[src/rtl/display_sequencer.sv]
// Two-tube display page sequencer.
// Cycles pageSel through dest/curr/difference pages. Every page change blanks
// the tubes for BLANK ticks, then shows the page for DWELL ticks while
// multiplexing the shared segment bus between the two tubes every SCAN_DIV
// ticks. nextPage forces an immediate advance; hold freezes auto-advance.
// Ports:
//   clk, reset         - clock, synchronous active-high reset
//   tick               - one-cycle timebase strobe; all intervals count ticks
//   nextPage           - one-cycle request for an immediate page advance
//   hold               - level, freezes the dwell counter
//   tube0In / tube1In  - low / high digit segment bytes for the current page
//   pageSel            - page select to the value mux (0 dest, 1 curr, 2 diff)
//   seg                - shared segment bus, 8'hFF = all off
//   digitEn            - one-hot tube enable, 2'b00 = blank
//   pageValid          - high while a page is being shown
module display_sequencer #(
  parameter int unsigned DWELL    = 2000,
  parameter int unsigned BLANK    = 50,
  parameter int unsigned SCAN_DIV = 1
) (
  input  logic       clk,
  input  logic       reset,
  input  logic       tick,
  input  logic       nextPage,
  input  logic       hold,
  input  logic [7:0] tube0In,
  input  logic [7:0] tube1In,
  output logic [1:0] pageSel,
  output logic [7:0] seg,
  output logic [1:0] digitEn,
  output logic       pageValid
);

  localparam int unsigned DWELL_W = 16;
  localparam int unsigned BLANK_W = 8;
  localparam int unsigned SCAN_W  = 8;
  localparam int unsigned SEG_W   = 8;
  localparam int unsigned PAGE_W  = 2;

  localparam logic [SEG_W-1:0]  SEG_OFF   = 8'hFF;
  localparam logic [1:0]        DIG_NONE  = 2'b00;
  localparam logic [1:0]        DIG_TUBE0 = 2'b01;
  localparam logic [1:0]        DIG_TUBE1 = 2'b10;
  localparam logic [PAGE_W-1:0] PAGE_LAST = 2'd2;

  typedef enum logic {
    ST_BLANK = 1'b0,
    ST_SHOW  = 1'b1
  } state_e;

  state_e              state_q;
  logic [PAGE_W-1:0]   page_sel_q;
  logic [SEG_W-1:0]    seg_q;
  logic [1:0]          digit_en_q;
  logic                page_valid_q;
  logic [DWELL_W-1:0]  dwell_cnt_q;
  logic [BLANK_W-1:0]  blank_cnt_q;
  logic [SCAN_W-1:0]   scan_cnt_q;

  // Counter values after one more tick, and the terminal-count flags they imply
  logic [DWELL_W-1:0]  dwell_cnt_d;
  logic [BLANK_W-1:0]  blank_cnt_d;
  logic [SCAN_W-1:0]   scan_cnt_d;
  logic [PAGE_W-1:0]   page_sel_d;
  logic [1:0]          digit_swap;
  logic [SEG_W-1:0]    seg_swap;
  logic [SEG_W-1:0]    seg_cur;
  logic                blank_done;
  logic                scan_done;
  logic                dwell_done;
  logic                advance;

  assign dwell_cnt_d = dwell_cnt_q + 16'd1;
  assign blank_cnt_d = blank_cnt_q + 8'd1;
  assign scan_cnt_d  = scan_cnt_q + 8'd1;
  assign page_sel_d  = (page_sel_q == PAGE_LAST) ? '0 : page_sel_q + 2'd1;

  assign blank_done = (blank_cnt_d == BLANK_W'(BLANK));
  assign scan_done  = (scan_cnt_d == SCAN_W'(SCAN_DIV));
  assign dwell_done = !hold && (dwell_cnt_d == DWELL_W'(DWELL));

  // Other tube after a scan step; seg follows whichever tube will be lit
  assign digit_swap = (digit_en_q == DIG_TUBE0) ? DIG_TUBE1 : DIG_TUBE0;
  assign seg_swap   = (digit_swap == DIG_TUBE0) ? tube0In : tube1In;
  assign seg_cur    = (digit_en_q == DIG_TUBE0) ? tube0In : tube1In;

  // A button press and a dwell expiry on the same edge collapse into one advance
  assign advance = nextPage || (state_q == ST_SHOW && tick && dwell_done);

  // Sequencer state, counters and registered outputs
  always_ff @(posedge clk) begin
    if (reset) begin
      state_q      <= ST_BLANK;
      page_sel_q   <= '0;
      seg_q        <= SEG_OFF;
      digit_en_q   <= DIG_NONE;
      page_valid_q <= 1'b0;
      dwell_cnt_q  <= '0;
      blank_cnt_q  <= '0;
      scan_cnt_q   <= '0;
    end else if (advance) begin
      state_q      <= ST_BLANK;
      page_sel_q   <= page_sel_d;
      seg_q        <= SEG_OFF;
      digit_en_q   <= DIG_NONE;
      page_valid_q <= 1'b0;
      blank_cnt_q  <= '0;
    end else if (tick) begin
      case (state_q)
        ST_BLANK: begin
          if (blank_done) begin
            state_q      <= ST_SHOW;
            blank_cnt_q  <= '0;
            dwell_cnt_q  <= '0;
            scan_cnt_q   <= '0;
            digit_en_q   <= DIG_TUBE0;
            seg_q        <= tube0In;
            page_valid_q <= 1'b1;
          end else begin
            blank_cnt_q <= blank_cnt_d;
          end
        end
        ST_SHOW: begin
          if (!hold) begin
            dwell_cnt_q <= dwell_cnt_d;
          end
          if (scan_done) begin
            scan_cnt_q <= '0;
            digit_en_q <= digit_swap;
            seg_q      <= seg_swap;
          end else begin
            scan_cnt_q <= scan_cnt_d;
            seg_q      <= seg_cur;
          end
        end
        default: state_q <= ST_BLANK;
      endcase
    end
  end

  assign pageSel   = page_sel_q;
  assign seg       = seg_q;
  assign digitEn   = digit_en_q;
  assign pageValid = page_valid_q;

endmodule

[config.mk]
export PLATFORM = sky130hd
export DESIGN_NAME = display_sequencer
export DESIGN_NICKNAME = d
export VERILOG_FILES = /design/src/rtl/display_sequencer.sv
export SDC_FILE = /design/constraint.sdc
export NUM_CORES = 1
export LEC_CHECK = 0
export ABC_AREA = 1
export ABC_CLOCK_PERIOD_IN_PS = 2300
export BUFFER_PORTS_ARGS = -buffer_cell sky130_fd_sc_hd__buf_2
export CORE_ASPECT_RATIO = 1.75
export CORE_MARGIN = 4
export CORE_UTILIZATION = 40
export CTS_CLUSTER_DIAMETER = 50
export CTS_CLUSTER_SIZE = 10
export DETAILED_ROUTE_END_ITERATION = 16
export HOLD_SLACK_MARGIN = 0.03
export SLEW_MARGIN = 20
export SYNTH_ARGS = -nofsm -noshare
export SYNTH_HDL_FRONTEND = slang
export SYNTH_SLANG_ARGS = --single-unit
[constraint.sdc]
create_clock -name clk -period 2.3 [get_ports clk]
set_input_delay 0.46 -clock clk [delete_from_list [all_inputs] [get_ports clk]]
set_output_delay 0.46 -clock clk [all_outputs]
set_load 0.1 [all_outputs]
==> results_dict.tcl <==
set metrics [dict create \
    antenna_found_initial 0 \
    synth.ff_latch_count 46 \
    place_congestion 0.8531 \
    drive_above_1_share 0.1829 \
    path_class "flop to flop" \
    hold_viol 0 \
    pre_cts_ws_ns -0.06710 \
    antenna_left 0 \
    viasPerCell 5.118 \
    yosys_warnings 0 \
    fin_crit_sh 0.9438 \
    synth_cells 457 \
    status "finished, final reports clean" \
    power_density_nw_per_um2 474.8 \
    die_w_um 71.69 \
    cts_root_buffer "clkbuf_16" \
    grt_pass1_wl_um 12700 \
    firstDrtPassIters 4 \
    switchingPower_uw 370.5 \
    ys_seq_area_frac 0.3244 \
    maxSlewViolCount 0 \
    p_total_uw 1634 \
    pin_count 34 \
    synth-async-reset-ratio 0 \
    cts_sinks 46 \
    cts_max_level 2 \
    drc_errors 0 \
    maxCapViolCount 0 \
    final.fill_count 742 \
    io_buffers 33 \
    dpl.hpwl_um 5364 \
    intPower_uw 1264 \
    setup_violations 0 \
    design_area_um2 3442 \
    diodes 0 \
    clkTransAtPathRegs_ns 0.06 \
    arrival_ns 2.34 \
    whs_ns 0.4207 \
    cts_tree "built" \
    coreArea_um2 6907 \
    p_seq_frac 0.494 \
    synth.cell_area_um2 2839 \
    grt_pass1_vias 2942 \
    die-area_um2 8562 \
    wire_per_inst_um 13.16 \
    clk_latency_ns 0.29 \
    finClkSkew_ns 0.003688 \
    hold_path_class "input port to flop" \
    max_freq_mhz 460.7 \
    numCtsBuffers 5 \
    cts.path.max_buffers 2 \
    slew_headroom 0.5575 \
    end_kind "flop" \
    wl_um 7722 \
    ys_types 29 \
    switching_share 0.2267 \
    syn-num-nets 483 \
    grt_overflow 0 \
    irDropWorstVdd_mv 0.5683 \
    layout_min_cycle_time_ns 2.171 \
    num_rows 40 \
    gr-usage-all-layers 0.1850 \
    die_h_um 119.4 \
    synth_top_area_frac 0.3244 \
    pwr-share-clk 0.448 \
    start_util 0.4111 \
    dpl-instance-area_um2 3099 \
    synth_top_cells_by_area "dfxtp_1 32%, nand2_1 17%, nor2_1 12%, inv_1 7.4%, a21oi_1 4.8%" \
    fin_nets 528 \
    p_leak_uw 0.001546 \
    p_comb_frac 0.058 \
    synth_top_area_cell "dfxtp_1" \
    first_iter_violations 194 \
    synth_edf_count 0 \
    crit_required_ns 2.47 \
    synth_most_common_cell "nand2_1" \
    synthFlopType "dfxtp_1" \
    grt_max_degree 22 \
    area_growth_pct 21.24 \
    syn_area_per_cell_um2 6.212 \
    worstMarginPinSlew_ns 0.6597 \
    vias 3004 \
    crit_fanout 7 \
    ys_top_cells_by_count "127 x nand2_1, 88 x nor2_1, 56 x inv_1, 46 x dfxtp_1, 27 x a21oi_1" \
    critPathLaunchType "flop" \
    setup_ws_ns 0.1293 \
]
cell families (layout without fill, tap and decap cells):
kind of cell	Yosys count	in the layout	synth area share
AOI/OAI and AO/OA	47	47	0.08638
buffers and inverters	74	115	0.1097
DFF	46	46	0.3244
and+or+nand+nor	274	279	0.4235
xor gates and xnor gates	11	11	0.03394
adders and majority gates	5	5	0.02204
critical path: stages, from the launching register on:
cell and delay, ns:
dfxtp_2 0.38, ha_4 0.19, nand2_1 0.11, nor3_1 0.20, nand2_1 0.08, nor2_1 0.17, nand3_1 0.16, nor2_4 0.16
nand3_4 0.20, nand3_4 0.14, buf_4 0.18, o21ai_0 0.09
worst paths after layout:
check | from | endpoint | slack, ns | depth (start not counted)
worst max-delay path | dwell_cnt_q[0] | pageSel[1] | 0.13 | 11
worst min-delay path | tube1In[1] | seg[1] | 0.42 | 3
worst max register to register | dwell_cnt_q[0] | pageSel[1] | 0.13 | 11
worst min register to register | pageValid | pageValid | 0.44 | 2
power groups by stage:
stage               Combinational (uW)  Sequential, uW  Clock (uW)
finish                            95.3             807         732
global route                       105             806         792
CTS                               92.6             806         762
detailed placement                91.5             824           0
global placement                  91.0             824           0
floorplan                         36.9             842           0
cells in the final DEF, fill, tap and decap left out, types with 2 or more instances in the layout:
cell | Yosys | layout
a211oi_1 | 3 | 3
a21oi_1 | 27 | 26
buf_2 | 3 | 33
buf_4 | 4 | 12
clkbuf_16 | 0 | 5
clkinv_1 | 2 | 2
dfxtp_1 | 46 | 43
dfxtp_2 | 0 | 3
ha_1 | 5 | 4
inv_1 | 56 | 55
inv_2 | 3 | 3
nand2_1 | 127 | 128
nand2_2 | 3 | 3
nand3_1 | 21 | 20
nand3_2 | 5 | 5
nand3_4 | 1 | 3
nand4_1 | 16 | 16
nand4_4 | 1 | 4
nor2_1 | 88 | 84
nor2_2 | 7 | 9
nor2_4 | 1 | 3
nor3_1 | 2 | 2
o21ai_0 | 9 | 7
o21ai_1 | 7 | 9
xnor2_1 | 3 | 2
xor2_1 | 8 | 8
state kept, by name, summed over array words and instances (netlist names):
name / count
blank_cnt_q: 8
digitEn: 2
dwell_cnt_q: 16
pageSel: 2
pageValid: 1
scan_cnt_q: 8
seg: 8
state_q: 1
area by class of cell:
| cell class | count | area, um^2 | share of cell area |
|---|---|---|---|
| multi-input combinational | 342 | 1757 | 0.5104 |
| tap | 84 | 105.1 | 0.03053 |
| clock buffer | 7 | 142.6 | 0.04144 |
| clock inverter | 1 | 5.005 | 0.001454 |
| sequential | 46 | 924.6 | 0.2686 |
| timing repair buffer | 46 | 275.3 | 0.07997 |
| inverter | 61 | 232.7 | 0.06761 |
timing repair:
action	in CTS	in global routing
buffers inserted	0	5
pin swaps	0	4
setup endpoints to repair	16	46
cloned	1	4
hold buffers	0	0
gates resized for setup	1	22
routing by layer:
metal / global-route usage / part of all wire
met5: 0 / 0
met4: 0.1165 / 0.052
met3: 0.03125 / 0.041
met2: 0.3416 / 0.54
met1: 0.1834 / 0.37
per-stage QoR:
stage,instances,TNS [ns],util
detailed placement,569,-0.8836,0.4487
finish,587,0,0.4984
global placement,569,-0.4845,0.4487
CTS,578,0,0.4732
global route,587,-0.3196,0.4984
floorplan,457,0,-
Note: power is estimated with default switching activity, not from simulation.
